### src/rtl/conv_seq_pkg.sv
// Shared FSM encoding and ROM address-map helpers for the two-layer convolution sequencer.
package conv_seq_pkg;

   typedef enum logic [2:0] {
      StIdle,
      StL1Wload,
      StL1Run,
      StL2Wload,
      StL2Stream,
      StL2Wait,
      StDone
   } seq_state_e;

   // fmap_size * fmap_size is formed at this width before truncation to the buffer width.
   localparam int unsigned NpixW      = 10;
   localparam int unsigned L1BiasAddr = 0;

   function automatic int unsigned win_words(input int unsigned k);
      return k * k;
   endfunction

   // Layer 1 owns weight window 0; layer-2 channel c owns window 1+c.
   function automatic int unsigned w_base(input int unsigned k, input int unsigned ch,
                                          input logic l2);
      return l2 ? win_words(k) * (ch + 1) : 0;
   endfunction

   function automatic int unsigned b_addr(input int unsigned ch, input logic l2);
      return l2 ? ch + 1 : L1BiasAddr;
   endfunction

endpackage

### src/rtl/seq_addr_counter.sv
// Clearable up-counter with terminal flag; holds at the terminal value instead of wrapping.
module seq_addr_counter #(
   parameter int unsigned Width = 8
) (
   input  logic             clk_i,
   input  logic             rst_ni,
   input  logic             clr_i,
   input  logic             en_i,
   input  logic [Width-1:0] last_i,
   output logic [Width-1:0] cnt_o,
   output logic             last_o
);

   logic [Width-1:0] cnt_d, cnt_q;

   assign last_o = (cnt_q == last_i);
   assign cnt_o  = cnt_q;

   always_comb begin
      cnt_d = cnt_q;
      if (clr_i) begin
         cnt_d = '0;
      end else if (en_i && !last_o) begin
         cnt_d = cnt_q + Width'(1);
      end
   end

   always_ff @(posedge clk_i or negedge rst_ni) begin
      if (!rst_ni) begin
         cnt_q <= '0;
      end else begin
         cnt_q <= cnt_d;
      end
   end

endmodule

### src/rtl/conv_layer_sequencer.sv
// Two-layer convolution sequencer: weight/bias ROM addressing, feature-buffer traffic, PE strobes.
// Optional busy-cycle counter enabled by defining SEQ_PERF_CNT_EN.
module conv_layer_sequencer
   import conv_seq_pkg::*;
#(
   parameter int unsigned K        = 3,
   parameter int unsigned L2_CH    = 16,
   parameter int unsigned MAX_FMAP = 24,
   parameter int unsigned BUF_AW   = 10,
   parameter int unsigned W_AW     = 8,
   parameter int unsigned B_AW     = 5
) (
   input  logic              clk_i,
   input  logic              rst_ni,
   input  logic              start_i,
   input  logic              abort_i,
   input  logic [4:0]        fmap_size_i,
   input  logic              din_valid_i,
   input  logic              l1_dout_valid_i,
   input  logic              l2_pass_done_i,
   output logic              busy_o,
   output logic              done_o,
   output logic              layer_sel_o,
   output logic [4:0]        ch_idx_o,
   output logic              win_load_o,
   output logic [W_AW-1:0]   rom_w_raddr_o,
   output logic [B_AW-1:0]   rom_b_raddr_o,
   output logic              buf_we_o,
   output logic [BUF_AW-1:0] buf_waddr_o,
   output logic              buf_re_o,
   output logic [BUF_AW-1:0] buf_raddr_o,
   output logic              pe_din_valid_o,
   output logic [31:0]       perf_cycles_o
);

   localparam int unsigned KK = win_words(K);

   seq_state_e        state_q, state_d;
   logic [4:0]        ch_q, ch_d;
   logic [BUF_AW-1:0] npix_m1_q, npix_m1_d;
   logic              we_q, we_d;
   logic              re_q, re_d;

   logic [NpixW-1:0]  npix_calc;
   logic              fmap_ok;

   logic              k_clr, k_en, k_last;
   logic [W_AW-1:0]   k_cnt;
   logic              w_clr, w_last;
   logic [BUF_AW-1:0] w_cnt;
   logic              r_clr, r_en, r_last;
   logic [BUF_AW-1:0] r_cnt;

   assign npix_calc = NpixW'(fmap_size_i) * NpixW'(fmap_size_i);
   assign fmap_ok   = (fmap_size_i != '0) && (32'(fmap_size_i) <= MAX_FMAP);

   seq_addr_counter #(.Width(W_AW)) u_k_cnt (
      .clk_i  (clk_i),
      .rst_ni (rst_ni),
      .clr_i  (k_clr),
      .en_i   (k_en),
      .last_i (W_AW'(KK - 1)),
      .cnt_o  (k_cnt),
      .last_o (k_last)
   );

   seq_addr_counter #(.Width(BUF_AW)) u_waddr_cnt (
      .clk_i  (clk_i),
      .rst_ni (rst_ni),
      .clr_i  (w_clr),
      .en_i   (we_q),
      .last_i (npix_m1_q),
      .cnt_o  (w_cnt),
      .last_o (w_last)
   );

   seq_addr_counter #(.Width(BUF_AW)) u_raddr_cnt (
      .clk_i  (clk_i),
      .rst_ni (rst_ni),
      .clr_i  (r_clr),
      .en_i   (r_en),
      .last_i (npix_m1_q),
      .cnt_o  (r_cnt),
      .last_o (r_last)
   );

   always_comb begin
      state_d   = state_q;
      ch_d      = ch_q;
      npix_m1_d = npix_m1_q;
      we_d      = 1'b0;
      k_clr     = 1'b0;
      k_en      = 1'b0;
      w_clr     = 1'b0;
      r_clr     = 1'b0;
      r_en      = 1'b0;
      if (abort_i) begin
         state_d = StIdle;
         ch_d    = '0;
         k_clr   = 1'b1;
         w_clr   = 1'b1;
         r_clr   = 1'b1;
      end else begin
         unique case (state_q)
            StIdle: begin
               if (start_i) begin
                  ch_d      = '0;
                  k_clr     = 1'b1;
                  w_clr     = 1'b1;
                  r_clr     = 1'b1;
                  npix_m1_d = BUF_AW'(npix_calc - NpixW'(1));
                  state_d   = fmap_ok ? StL1Wload : StDone;
               end
            end
            StL1Wload: begin
               k_en = 1'b1;
               if (k_last) begin
                  k_clr   = 1'b1;
                  state_d = StL1Run;
               end
            end
            StL1Run: begin
               // The registered write of word npix-1 ends the layer; later valids are dropped.
               if (we_q && w_last) begin
                  w_clr   = 1'b1;
                  ch_d    = '0;
                  state_d = StL2Wload;
               end else begin
                  we_d = l1_dout_valid_i;
               end
            end
            StL2Wload: begin
               k_en = 1'b1;
               if (k_last) begin
                  k_clr   = 1'b1;
                  state_d = StL2Stream;
               end
            end
            StL2Stream: begin
               r_en = 1'b1;
               if (r_last) begin
                  r_clr   = 1'b1;
                  state_d = StL2Wait;
               end
            end
            StL2Wait: begin
               if (l2_pass_done_i) begin
                  if (ch_q == 5'(L2_CH - 1)) begin
                     state_d = StDone;
                  end else begin
                     ch_d    = ch_q + 5'd1;
                     state_d = StL2Wload;
                  end
               end
            end
            StDone: begin
               ch_d    = '0;
               state_d = StIdle;
            end
            default: state_d = StIdle;
         endcase
      end
   end

   // Buffer read data arrives one cycle after buf_re, so the PE strobe is the delayed enable.
   assign re_d = !abort_i && (state_q == StL2Stream);

   always_ff @(posedge clk_i or negedge rst_ni) begin
      if (!rst_ni) begin
         state_q   <= StIdle;
         ch_q      <= '0;
         npix_m1_q <= '0;
         we_q      <= 1'b0;
         re_q      <= 1'b0;
      end else begin
         state_q   <= state_d;
         ch_q      <= ch_d;
         npix_m1_q <= npix_m1_d;
         we_q      <= we_d;
         re_q      <= re_d;
      end
   end

   assign busy_o         = !(state_q inside {StIdle, StDone});
   assign done_o         = (state_q == StDone);
   assign layer_sel_o    = state_q inside {StL2Wload, StL2Stream, StL2Wait};
   assign ch_idx_o       = ch_q;
   assign win_load_o     = (state_q == StL1Wload) || (state_q == StL2Wload);
   assign rom_w_raddr_o  = win_load_o ? W_AW'(w_base(K, 32'(ch_q), layer_sel_o)) + k_cnt : '0;
   assign rom_b_raddr_o  = B_AW'(b_addr(32'(ch_q), layer_sel_o));
   assign buf_we_o       = we_q;
   assign buf_waddr_o    = w_cnt;
   assign buf_re_o       = (state_q == StL2Stream);
   assign buf_raddr_o    = r_cnt;
   assign pe_din_valid_o = (state_q == StL1Run) ? din_valid_i : re_q;

`ifdef SEQ_PERF_CNT_EN
   logic [31:0] perf_q, perf_d;

   always_comb begin
      perf_d = perf_q;
      if ((state_q == StIdle) && start_i && !abort_i) begin
         perf_d = '0;
      end else if (busy_o && (perf_q != 32'hFFFF_FFFF)) begin
         perf_d = perf_q + 32'd1;
      end
   end

   always_ff @(posedge clk_i or negedge rst_ni) begin
      if (!rst_ni) begin
         perf_q <= '0;
      end else begin
         perf_q <= perf_d;
      end
   end

   assign perf_cycles_o = perf_q;
`else
   assign perf_cycles_o = '0;
`endif

endmodule

### config.mk
export PLATFORM = sky130hd
export DESIGN_NAME = conv_layer_sequencer
export DESIGN_NICKNAME = d
export VERILOG_FILES = /design/src/rtl/conv_seq_pkg.sv /design/src/rtl/seq_addr_counter.sv /design/src/rtl/conv_layer_sequencer.sv
export SDC_FILE = /design/constraint.sdc
export NUM_CORES = 1
export LEC_CHECK = 0
export ABC_CLOCK_PERIOD_IN_PS = 9050
export BUFFER_PORTS_ARGS = -buffer_cell sky130_fd_sc_hd__buf_2
export CORE_ASPECT_RATIO = 0.7
export CORE_MARGIN = 2
export CORE_UTILIZATION = 55
export CTS_CLUSTER_DIAMETER = 100
export CTS_CLUSTER_SIZE = 10
export DETAILED_ROUTE_END_ITERATION = 10
export GPL_TIMING_DRIVEN = 0
export HOLD_SLACK_MARGIN = 0.08
export PLACE_DENSITY = 0.81
export SLEW_MARGIN = 15
export SYNTH_ARGS = -nofsm -noshare
export SYNTH_HDL_FRONTEND = slang
export SYNTH_SLANG_ARGS = --single-unit
export TNS_END_PERCENT = 30
### constraint.sdc
create_clock -name clk_i -period 9.05 [get_ports clk_i]
set_input_delay 0.905 -clock clk_i [delete_from_list [all_inputs] [get_ports clk_i]]
set_output_delay 0.905 -clock clk_i [all_outputs]
set_load 0.005 [all_outputs]
==> results of run 1 <==
==> per-stage QoR <==
step	setup WS [ps]	hold slack, ps	instances	power [mW]	area, µm²
detailed placement	4750	517	661	0.605	4620
CTS	4420	536	669	0.743	4720
global placement	4880	507	661	0.591	4620
floorplan	5160	493	509	0.519	4230
global route	4140	574	669	0.801	4730
finish	4390	537	669	0.744	4730
==> layer usage <==
layer / wire length (µm) / part of all wire [%]
met5: 0 / 0
met4: 78 / 0.86
met3: 499 / 5.5
met2: 4190 / 46
met1: 4310 / 47
==> how the worst min path moves through the flow <==
stage | start | to | slack [ps]
finish | ch_idx_o[4] | ch_idx_o[4] | 540
global route | ch_idx_o[4] | ch_idx_o[4] | 570
CTS | ch_idx_o[4] | ch_idx_o[4] | 540
detailed placement | ch_idx_o[4] | ch_idx_o[4] | 520
global placement | ch_idx_o[4] | ch_idx_o[4] | 510
floorplan | ch_idx_o[4] | ch_idx_o[4] | 490
==> cell type report <==
| type | instances | area (µm²) | share of cell area [%] |
|---|---|---|---|
| inverter | 36 | 135 | 2.86 |
| tap | 98 | 123 | 2.59 |
| clock buffer | 8 | 100 | 2.12 |
| sequential | 47 | 1180 | 24.9 |
| buffer | 49 | 323 | 6.83 |
| multi-input combinational | 377 | 2600 | 54.9 |
| timing repair buffer | 54 | 273 | 5.77 |
==> sequential cells by signal, summed over array words and instances (netlist names) <==
register	flops
npix_m1_q	9
buf_we_o	1
u_raddr_cnt.cnt_o	10
u_k_cnt.cnt_o	8
u_waddr_cnt.cnt_o	10
state_q	3
re_q	1
ch_idx_o	5
==> logic make-up (layout without fill, tap and decap cells) <==
group / Yosys count / in the layout / synth area share, %
AND/OR/NAND/NOR: 171 / 171 / 20.6
XOR/XNOR: 59 / 59 / 12.6
other: 1 / 32 / 0.0911
multiplexers: 7 / 7 / 1.88
adder cells (fa/ha/maj): 42 / 42 / 14.2
buffers and inverters: 85 / 147 / 11.1
flip-flops: 47 / 47 / 28.6
AO/OA/AOI/OAI: 66 / 66 / 10.9
==> critical path, stage by stage, from the launching register on <==
cell                      delay, ps
sky130_fd_sc_hd__dfrtp_1        470
sky130_fd_sc_hd__ha_1           280
sky130_fd_sc_hd__and3_1         160
sky130_fd_sc_hd__ha_1           350
sky130_fd_sc_hd__inv_1           60
sky130_fd_sc_hd__ha_1           290
sky130_fd_sc_hd__ha_1           240
sky130_fd_sc_hd__fa_1           390
sky130_fd_sc_hd__xnor2_1        150
sky130_fd_sc_hd__nor2_1          80
sky130_fd_sc_hd__ha_1           240
sky130_fd_sc_hd__nor3_1         170
sky130_fd_sc_hd__o21ai_0        140
sky130_fd_sc_hd__nand2_1         80
sky130_fd_sc_hd__nand2_1         50
sky130_fd_sc_hd__mux2i_1        150
sky130_fd_sc_hd__buf_2          150
==> where the power goes <==
part	internal (mW)	switching (mW)	leakage, nW	total (mW)
logic	0.143	0.196	1.80	0.338
clock network	0.0697	0.0664	0.0515	0.136
registers	0.236	0.0338	0.640	0.270
total	0.448	0.296	2.49	0.744
==> cells in the final DEF, fill, tap and decap left out, types with 2 or more instances in the layout <==
| master | count |
|---|---|
| sky130_fd_sc_hd__nor2_1 | 57 |
| sky130_fd_sc_hd__buf_2 | 56 |
| sky130_fd_sc_hd__dfrtp_1 | 47 |
| sky130_fd_sc_hd__nand2_1 | 37 |
| sky130_fd_sc_hd__inv_1 | 36 |
| sky130_fd_sc_hd__xnor2_1 | 34 |
| sky130_fd_sc_hd__ha_1 | 34 |
| sky130_fd_sc_hd__buf_4 | 33 |
| sky130_fd_sc_hd__conb_1 | 32 |
| sky130_fd_sc_hd__xor2_1 | 25 |
| sky130_fd_sc_hd__o21ai_0 | 21 |
| sky130_fd_sc_hd__a21oi_1 | 19 |
| sky130_fd_sc_hd__nor3_1 | 18 |
| sky130_fd_sc_hd__clkbuf_1 | 13 |
| sky130_fd_sc_hd__nand3_1 | 10 |
| sky130_fd_sc_hd__nand4_1 | 9 |
| sky130_fd_sc_hd__and3_1 | 8 |
| sky130_fd_sc_hd__fa_1 | 8 |
| sky130_fd_sc_hd__clkbuf_8 | 7 |
| sky130_fd_sc_hd__nor2b_1 | 6 |
| sky130_fd_sc_hd__a21o_1 | 6 |
| sky130_fd_sc_hd__and2_1 | 4 |
| sky130_fd_sc_hd__o21bai_1 | 4 |
| sky130_fd_sc_hd__mux2i_1 | 4 |
| sky130_fd_sc_hd__nor4_1 | 4 |
| sky130_fd_sc_hd__nor3b_1 | 3 |
| sky130_fd_sc_hd__or3_1 | 3 |
| sky130_fd_sc_hd__mux2_2 | 2 |
| sky130_fd_sc_hd__buf_6 | 2 |
| sky130_fd_sc_hd__nor4_2 | 2 |
| sky130_fd_sc_hd__nand3b_1 | 2 |
| sky130_fd_sc_hd__nand2b_1 | 2 |
==> flow_metrics.env, run 1 <==
export IMPL_clkSlewWorstSetupHoldPaths_ps=80
export IMPL_detailedPlacementHpwl_mm=7.22
export IMPL_route_final_wire_length_mm=9.08
export IMPL_dr_first_iter_drc_count=298
export IMPL_clock_latency_ps=300
export IMPL_synth_sequential_area_ratio_pct=28.6
export IMPL_ctsRootBufferMaster="sky130_fd_sc_hd__clkbuf_8"
export IMPL_vias_per_cell=5.17
export IMPL_synth_lib_cells_used_distinct=54
export IMPL_min_delay_path_class="reg -> reg"
export IMPL_timing_reg2reg_setup_slack_ps=6760
export IMPL_route_detailed_drc=0
export IMPL_avgRoutedWirePerCell_um=13.6
export IMPL_num_fill_cells=606
export IMPL_routabilityCongestion=0.937
export IMPL_yosysWarnings=0
export IMPL_boundaryPins=89
export IMPL_post_cts_hold_buffer_count=0
export IMPL_synth_top_area_share_pct=28.6
export IMPL_dieArea_um2=8200
export IMPL_max_cap_violations=0
export IMPL_worstSetupStartpointType="register"
export IMPL_placementRows=26
export IMPL_final_max_slew_violation_count=0
export IMPL_post_synth_top_cells="sky130_fd_sc_hd__nor2_1 (57), sky130_fd_sc_hd__dfrtp_1 (47), sky130_fd_sc_hd__nand2_1 (37)"
export IMPL_yosys_top_cells_area="sky130_fd_sc_hd__dfrtp_1 (29%), sky130_fd_sc_hd__ha_1 (10%), sky130_fd_sc_hd__xnor2_1 (7.2%), sky130_fd_sc_hd__buf_4 (5.8%), sky130_fd_sc_hd__xor2_1 (5.3%)"
export IMPL_drt_pass1_iter_count=5
export IMPL_cts_buffers_inserted=5
export IMPL_timing_rr_end="ch_idx_o[2]"
export IMPL_global_route_overflow_total=0
export IMPL_crit_path_end_kind="primary output"
export IMPL_use_met3_pct=3.17
export IMPL_nets=624
export IMPL_initial_cell_density_of_the_core_pct=56.5
export IMPL_arrival_ps=3750
export IMPL_wire_length_of_the_first_global_routing_pass_mm=15.4
export IMPL_period_share_pct=51.5
export IMPL_final_setup_viol_count=0
export IMPL_final_core_util_pct=64.9
export IMPL_tightest_slew_ps=616
export IMPL_final_hold_violation_count=0
export IMPL_grt_pass1_vias=3258
export IMPL_hold_path_cell_count=2
export IMPL_asyncSetResetFlopFracSynth_pct=100
export IMPL_crit_path_start="ch_idx_o[0]"
export IMPL_r2r_start="ch_idx_o[0]"
export IMPL_cts_tree="built"
export IMPL_synth_seq_cells=47
export IMPL_area_growth_synth_to_final_pct=14.9
export IMPL_n_antenna_cell=0
export IMPL_netlist_instances=478
export IMPL_grt_max_degree=48
export IMPL_synth_main_ff_cell="sky130_fd_sc_hd__dfrtp_1"
export IMPL_final_antenna_net_count=0
export IMPL_antenna_found_initial=0
export IMPL_relSlewSlack_pct=58.7
export IMPL_fin_setup_tns_ps=0
export IMPL_numPortBuffers=54
export IMPL_synth_area_per_cell_um2=8.61
export IMPL_timing_critical_path_to="rom_w_raddr_o[7]"
export IMPL_vdd_ir_drop_worst_mv=0.0806
export IMPL_gr_usage_all_layers_pct=22.8
export IMPL_use_met2_pct=36.4
export IMPL_final_min_clock_period_ps=4660
export IMPL_critPathMaxFanout=8
export IMPL_r2r_cell_count=7
export IMPL_design_core_area_um2=7290
export IMPL_worst_clock_skew_ps=5.14
export IMPL_synth_largest_area_cell="sky130_fd_sc_hd__dfrtp_1"
export IMPL_worstSetupPathType="reg -> out"
export IMPL_run_status="finished, final reports clean"
export IMPL_cts_repair_resize_count=0
export IMPL_clock_path_buffers=2
export IMPL_clock_sinks=47
export IMPL_power_density_nw_per_um2=157
export IMPL_synthesis_area_um2=4120
export IMPL_max_freq_ghz=0.215
export IMPL_postCtsSetupBuffers=0
export IMPL_grtUsageMet1_pct=33.2
export IMPL_num_vias=3458
export IMPL_die_w_um=107
export IMPL_static_leakage_power_nw=2.49
export IMPL_count_of_flip_flops_with_a_built_in_enable_after_synthesis=0
export IMPL_setup_repair_after_global_routing_missed_its_margin="no"
export IMPL_yosys_cell_count_top_type="sky130_fd_sc_hd__nor2_1"
export IMPL_die_height_um=76.4
export IMPL_drive_gt1_share_pct=19.6
export IMPL_worst_endpoint_required_ps=8150
export IMPL_htreeDepth=2
export IMPL_grt_most_used_layer="met2"
Note: power is estimated with default switching activity, not from simulation.
==> inputs of run 2 (changes only) <==
--- a/config.mk
+++ b/config.mk
@@ -5,17 +5,17 @@
 export SDC_FILE = /design/constraint.sdc
 export NUM_CORES = 1
 export LEC_CHECK = 0
-export ABC_CLOCK_PERIOD_IN_PS = 9050
+export ABC_CLOCK_PERIOD_IN_PS = 4100
 export BUFFER_PORTS_ARGS = -buffer_cell sky130_fd_sc_hd__buf_2
 export CORE_ASPECT_RATIO = 0.7
 export CORE_MARGIN = 2
-export CORE_UTILIZATION = 55
+export CORE_UTILIZATION = 50
 export CTS_CLUSTER_DIAMETER = 100
 export CTS_CLUSTER_SIZE = 10
 export DETAILED_ROUTE_END_ITERATION = 10
 export GPL_TIMING_DRIVEN = 0
 export HOLD_SLACK_MARGIN = 0.08
-export PLACE_DENSITY = 0.81
+export PLACE_DENSITY = 0.77
 export SLEW_MARGIN = 15
 export SYNTH_ARGS = -nofsm -noshare
 export SYNTH_HDL_FRONTEND = slang
==> constraint.sdc (replaced) <==
create_clock -name clk_i -period 4.1 [get_ports clk_i]
set_input_delay 0.41 -clock clk_i [delete_from_list [all_inputs] [get_ports clk_i]]
set_output_delay 0.41 -clock clk_i [all_outputs]
set_load 0.005 [all_outputs]
==> flow_metrics.env, run 2 (same netlist as run 1, synthesis figures left out) <==
export IMPL_cp_top_family="adder cells"
export IMPL_slack_of_the_critical_path_ps=161
export IMPL_avgRoutedWirePerCell_um=14.0
export IMPL_fin_cells=674
export IMPL_post_layout_total_power_mw=1.78
export IMPL_critPathBufInv=2
export IMPL_num_fill_cells=681
export IMPL_most_common_layout_cells="sky130_fd_sc_hd__buf_2 (57), sky130_fd_sc_hd__nor2_1 (57), sky130_fd_sc_hd__dfrtp_1 (46)"
export IMPL_vias_per_cell=5.12
export IMPL_relSlewSlack_pct=59.0
export IMPL_final_max_slew_violation_count=0
export IMPL_die_height_um=79.9
export IMPL_route_detailed_drc=0
export IMPL_wire_length_of_the_first_global_routing_pass_mm=15.7
export IMPL_route_final_wire_length_mm=9.43
export IMPL_routabilityCongestion=0.995
export IMPL_area_growth_synth_to_final_pct=17.7
export IMPL_final_hold_violation_count=0
export IMPL_worst_clock_skew_ps=7.67
export IMPL_worst_endpoint_required_ps=3690
export IMPL_crit_top_cell="sky130_fd_sc_hd__ha_1"
export IMPL_nets=626
export IMPL_final_setup_viol_count=0
export IMPL_hold_ws_ps=130
export IMPL_finalInstanceArea_um2=4840
export IMPL_min_delay_path_class="in -> async"
export IMPL_numPortBuffers=54
export IMPL_worstSetupPathType="reg -> out"
export IMPL_timing_critical_path_slowest_cell_delay_ps=450
export IMPL_global_route_overflow_total=0
export IMPL_htreeDepth=2
export IMPL_detailedPlacementHpwl_mm=7.32
export IMPL_detailedPlace_worstSlack_ps=207
export IMPL_dp_cells=664
export IMPL_n_antenna_cell=0
export IMPL_run_status="finished, final reports clean"
export IMPL_placementRows=27
export IMPL_worstSetupStartpointType="register"
export IMPL_drive_gt1_share_pct=21.8
export IMPL_power_density_nw_per_um2=367
export IMPL_antenna_found_initial=0
export IMPL_clkSlewWorstSetupHoldPaths_ps=60
export IMPL_crit_path_start="ch_idx_o[0]"
export IMPL_clock_sinks=47
export IMPL_design_core_area_um2=7940
export IMPL_layout_area_seq_um2=1180
export IMPL_drt_pass1_iter_count=4
export IMPL_dr_first_iter_drc_count=236
export IMPL_boundaryPins=89
export IMPL_max_freq_ghz=0.254
export IMPL_crit_path_end_kind="primary output"
export IMPL_setup_repair_after_global_routing_missed_its_margin="yes"
export IMPL_period_share_pct=96.1
export IMPL_max_cap_violations=0
export IMPL_vdd_ir_drop_worst_mv=0.218
export IMPL_dpl_instance_area_um2=4630
export IMPL_grt_max_degree=48
export IMPL_grt_pass1_vias=3160
export IMPL_arrival_ps=3530
export IMPL_static_leakage_power_nw=2.53
export IMPL_cts_tree="built"
export IMPL_clock_latency_ps=290
export IMPL_clock_path_buffers=2
export IMPL_ctsRootBufferMaster="sky130_fd_sc_hd__clkbuf_16"
export IMPL_initial_cell_density_of_the_core_pct=51.8
export IMPL_die_w_um=112
export IMPL_final_min_clock_period_ps=3940
export IMPL_final_core_util_pct=61.0
export IMPL_dieArea_um2=8980
export IMPL_critical_path_slowest_cell="sky130_fd_sc_hd__dfrtp_2"
export IMPL_critPathMaxFanout=6
export IMPL_fin_setup_tns_ps=0
export IMPL_cts_buffers_inserted=5
export IMPL_multi_input_gate_area_um2=2640
export IMPL_num_vias=3448
export IMPL_worstPathCellList="ha_2 > and3_1 > ha_4 > inv_1 > ha_1 > ha_1 > fa_1 > xnor2_1 > nor2_1 > ha_1 > nor3_2 > o21ai_2 > nand2_1 > nand2_1 > mux2i_1 > buf_2"
export IMPL_tightest_slew_ps=612
export IMPL_r2r_start="u_waddr_cnt.cnt_o[3]"
export IMPL_final_antenna_net_count=0
export IMPL_gr_usage_all_layers_pct=21.5
-- run 2: cell types whose count changed in the layout (fill, tap and decap cells not counted), moves of 2 or more --
| cell | before | now |
|---|---|---|
| sky130_fd_sc_hd__clkbuf_16 | 0 | 5 |
| sky130_fd_sc_hd__clkbuf_8 | 7 | 2 |
| sky130_fd_sc_hd__buf_4 | 33 | 35 |
| sky130_fd_sc_hd__clkbuf_1 | 13 | 11 |
| sky130_fd_sc_hd__ha_1 | 34 | 32 |
| sky130_fd_sc_hd__nor3_1 | 18 | 16 |
| sky130_fd_sc_hd__nor3_2 | 1 | 3 |
-- run 2: power breakdown --
group          leakage [nW]  switching, mW  internal [mW]
clock                0.0772          0.170          0.260
combinational          1.82          0.435          0.318
sequential            0.638         0.0728          0.522
total                  2.53          0.678           1.10
-- run 2: what timing repair did --
action,CTS,global route
pin swaps,0,2
hold buffers,0,0
setup endpoints to repair,1,4
gates resized for setup,3,12
setup buffers,0,2
-- run 2: final cells by class --
| type | instances | area share, % |
|---|---|---|
| Tap cell | 101 | 2.61 |
| Buffer | 49 | 6.72 |
| Sequential cell | 47 | 24.3 |
| Inverter | 36 | 2.79 |
| Multi-Input combinational cell | 377 | 54.4 |
| Clock buffer | 8 | 3.23 |
| Timing Repair Buffer | 56 | 5.94 |
-- run 2: worst paths after layout --
kind	depth (start not counted)	slack [ps]	end
setup / recovery	16	160	rom_w_raddr_o[7]
hold / removal	1	130	u_raddr_cnt.cnt_o[8]
setup reg to reg	7	1910	u_waddr_cnt.cnt_o[3]
hold reg to reg	2	530	ch_idx_o[4]
max in group asynchronous	1	3530	ch_idx_o[0]
min in group clk_i	2	390	buf_we_o
-- run 2: worst reg2reg max path, stage by stage (launching register included) --
cell and delay [ps]:
sky130_fd_sc_hd__dfrtp_1 460, sky130_fd_sc_hd__xor2_1 180, sky130_fd_sc_hd__nor4_1 400, sky130_fd_sc_hd__and3_1 240, sky130_fd_sc_hd__buf_2 210, sky130_fd_sc_hd__nand2_1 90, sky130_fd_sc_hd__o21ai_2 370, sky130_fd_sc_hd__nor2_1 100
-- run 2: metal layers --
metal	vias to the layer above	GRT usage, %	wire length (µm)
li1	1725	-	-
met1	1602	32.4	4640
met2	114	33.3	4200
met3	7	3.04	521
met4	0	3.90	76
met5	-	0	0
==> inputs of run 3 (changes only) <==
--- a/config.mk
+++ b/config.mk
@@ -5,17 +5,17 @@
 export SDC_FILE = /design/constraint.sdc
 export NUM_CORES = 1
 export LEC_CHECK = 0
-export ABC_CLOCK_PERIOD_IN_PS = 4100
+export ABC_CLOCK_PERIOD_IN_PS = 4400
 export BUFFER_PORTS_ARGS = -buffer_cell sky130_fd_sc_hd__buf_2
 export CORE_ASPECT_RATIO = 0.7
 export CORE_MARGIN = 2
-export CORE_UTILIZATION = 50
+export CORE_UTILIZATION = 55
 export CTS_CLUSTER_DIAMETER = 100
 export CTS_CLUSTER_SIZE = 10
 export DETAILED_ROUTE_END_ITERATION = 10
 export GPL_TIMING_DRIVEN = 0
 export HOLD_SLACK_MARGIN = 0.08
-export PLACE_DENSITY = 0.77
+export PLACE_DENSITY = 0.81
 export SLEW_MARGIN = 15
 export SYNTH_ARGS = -nofsm -noshare
 export SYNTH_HDL_FRONTEND = slang
==> constraint.sdc (replaced) <==
create_clock -name clk_i -period 4.4 [get_ports clk_i]
set_input_delay 0.44 -clock clk_i [delete_from_list [all_inputs] [get_ports clk_i]]
set_output_delay 0.44 -clock clk_i [all_outputs]
set_load 0.005 [all_outputs]
==> flow_metrics.env, run 3 (same netlist as run 1, synthesis figures left out) <==
export IMPL_run_status="finished, final reports clean"
export IMPL_fin_cells=669
export IMPL_n_antenna_cell=0
export IMPL_arrival_ps=3740
export IMPL_global_route_overflow_total=0
export IMPL_final_hold_violation_count=0
export IMPL_clock_sinks=47
export IMPL_detailedPlacementHpwl_mm=7.22
export IMPL_htreeDepth=2
export IMPL_hold_ws_ps=145
export IMPL_tightest_slew_ps=619
export IMPL_r2r_cell_count=7
export IMPL_num_vias=3478
export IMPL_nets=624
export IMPL_r2r_start="ch_idx_o[0]"
export IMPL_numPortBuffers=54
export IMPL_worstSetupPathType="reg -> out"
export IMPL_vias_per_cell=5.20
export IMPL_setup_repair_after_global_routing_missed_its_margin="no"
export IMPL_timing_reg2reg_setup_slack_ps=2110
export IMPL_wire_length_of_the_first_global_routing_pass_mm=15.4
export IMPL_cts_tree="built"
export IMPL_crit_path_end_kind="primary output"
export IMPL_post_layout_total_power_mw=1.53
export IMPL_final_setup_viol_count=0
export IMPL_critPathMaxFanout=8
export IMPL_initial_cell_density_of_the_core_pct=56.5
export IMPL_area_growth_synth_to_final_pct=14.9
export IMPL_timing_rr_end="ch_idx_o[2]"
export IMPL_min_delay_path_class="in -> async"
export IMPL_fin_setup_tns_ps=0
export IMPL_final_antenna_net_count=0
export IMPL_vdd_ir_drop_worst_mv=0.165
export IMPL_grt_max_degree=48
export IMPL_max_cap_violations=0
export IMPL_avgRoutedWirePerCell_um=13.6
export IMPL_drt_pass1_iter_count=5
export IMPL_drive_gt1_share_pct=19.8
export IMPL_power_density_nw_per_um2=324
export IMPL_final_core_util_pct=64.9
export IMPL_cts_buffers_inserted=5
export IMPL_dieArea_um2=8200
export IMPL_relSlewSlack_pct=58.5
export IMPL_dp_cells=661
export IMPL_route_final_wire_length_mm=9.10
export IMPL_worst_clock_skew_ps=4.05
export IMPL_clkSlewWorstSetupHoldPaths_ps=80
export IMPL_ctsRootBufferMaster="sky130_fd_sc_hd__clkbuf_8"
export IMPL_final_min_clock_period_ps=4180
export IMPL_die_w_um=107
export IMPL_routabilityCongestion=0.937
export IMPL_most_common_layout_cells="sky130_fd_sc_hd__nor2_1 (57), sky130_fd_sc_hd__buf_2 (56), sky130_fd_sc_hd__dfrtp_1 (47)"
export IMPL_route_detailed_drc=0
export IMPL_boundaryPins=89
export IMPL_antenna_found_initial=0
export IMPL_period_share_pct=95.0
export IMPL_static_leakage_power_nw=2.49
export IMPL_design_core_area_um2=7290
export IMPL_max_freq_ghz=0.239
export IMPL_postCtsSetupBuffers=0
export IMPL_die_height_um=76.4
export IMPL_worst_endpoint_required_ps=3960
export IMPL_worstSetupStartpointType="register"
export IMPL_clock_latency_ps=300
export IMPL_gr_usage_all_layers_pct=22.8
export IMPL_grt_pass1_vias=3258
export IMPL_final_max_slew_violation_count=0
export IMPL_clock_path_buffers=2
export IMPL_final_common_cell="sky130_fd_sc_hd__nor2_1"
export IMPL_placementRows=26
export IMPL_dr_first_iter_drc_count=229
-- run 3: cell count changes in the layout (fill, tap and decap cells not counted), sizes merged --
cell | before | now
buf | 94 | 91
clkbuf | 19 | 20
-- run 3: how the worst max path moves through the flow --
stage                 from                to  slack [ps]  depth (start not counted)
3_5_place_dp   ch_idx_o[0]  rom_w_raddr_o[7]         570                         16
2_1_floorplan  ch_idx_o[0]  rom_w_raddr_o[7]         980                         14
3_3_place_gp    state_q[0]  rom_w_raddr_o[6]         700                         15
4_1_cts        ch_idx_o[0]  rom_w_raddr_o[7]         230                         16
5_1_grt        ch_idx_o[0]  rom_w_raddr_o[7]          50                         16
6_report       ch_idx_o[0]  rom_w_raddr_o[7]         220                         16
-- run 3: power breakdown --
part	internal [mW]	switching, mW
Clock	0.143	0.136
Sequential	0.485	0.0698
Combinational	0.294	0.403
Total	0.923	0.609
-- run 3: routing by layer --
metal / global-route usage [%] / vias up / wire length (µm)
met5: 0 / - / 0
met3: 3.17 / 16 / 515
met4: 4.74 / 0 / 93
met2: 36.4 / 118 / 4200
li1: - / 1719 / -
met1: 33.2 / 1625 / 4290
-- run 3: worst max-delay path, cell delays in order (launching register included) --
cell and delay, ps:
sky130_fd_sc_hd__dfrtp_1 470, sky130_fd_sc_hd__ha_1 280, sky130_fd_sc_hd__and3_1 160, sky130_fd_sc_hd__ha_1 350, sky130_fd_sc_hd__inv_1 70, sky130_fd_sc_hd__ha_1 290
sky130_fd_sc_hd__ha_1 240, sky130_fd_sc_hd__fa_1 390, sky130_fd_sc_hd__xnor2_1 150, sky130_fd_sc_hd__nor2_1 80, sky130_fd_sc_hd__ha_1 220, sky130_fd_sc_hd__nor3_1 170
sky130_fd_sc_hd__o21ai_0 140, sky130_fd_sc_hd__nand2_1 80, sky130_fd_sc_hd__nand2_1 50, sky130_fd_sc_hd__mux2i_1 150, sky130_fd_sc_hd__buf_2 150
-- run 3: area by class of cell --
| cell class | instances | area, µm² |
|---|---|---|
| Clock buffer | 8 | 100 |
| Buffer | 49 | 324 |
| Timing Repair Buffer | 54 | 273 |
| Inverter | 36 | 135 |
| Sequential cell | 47 | 1180 |
| Fill cell | 607 | 2560 |
| Multi-Input combinational cell | 377 | 2600 |
| Tap cell | 98 | 123 |
-- run 3: stage by stage --
stage	worst slack, ps	instance area [µm²]
final	221	4730
after floorplan	976	4230
after global routing	49.9	4730
after CTS	232	4720
after detailed placement	567	4620
after global placement	697	4620
-- run 3: timing repair --
action,in CTS,in global routing
gates resized for setup,0,2
endpoints found under the setup margin,0,1
hold buffers,0,0
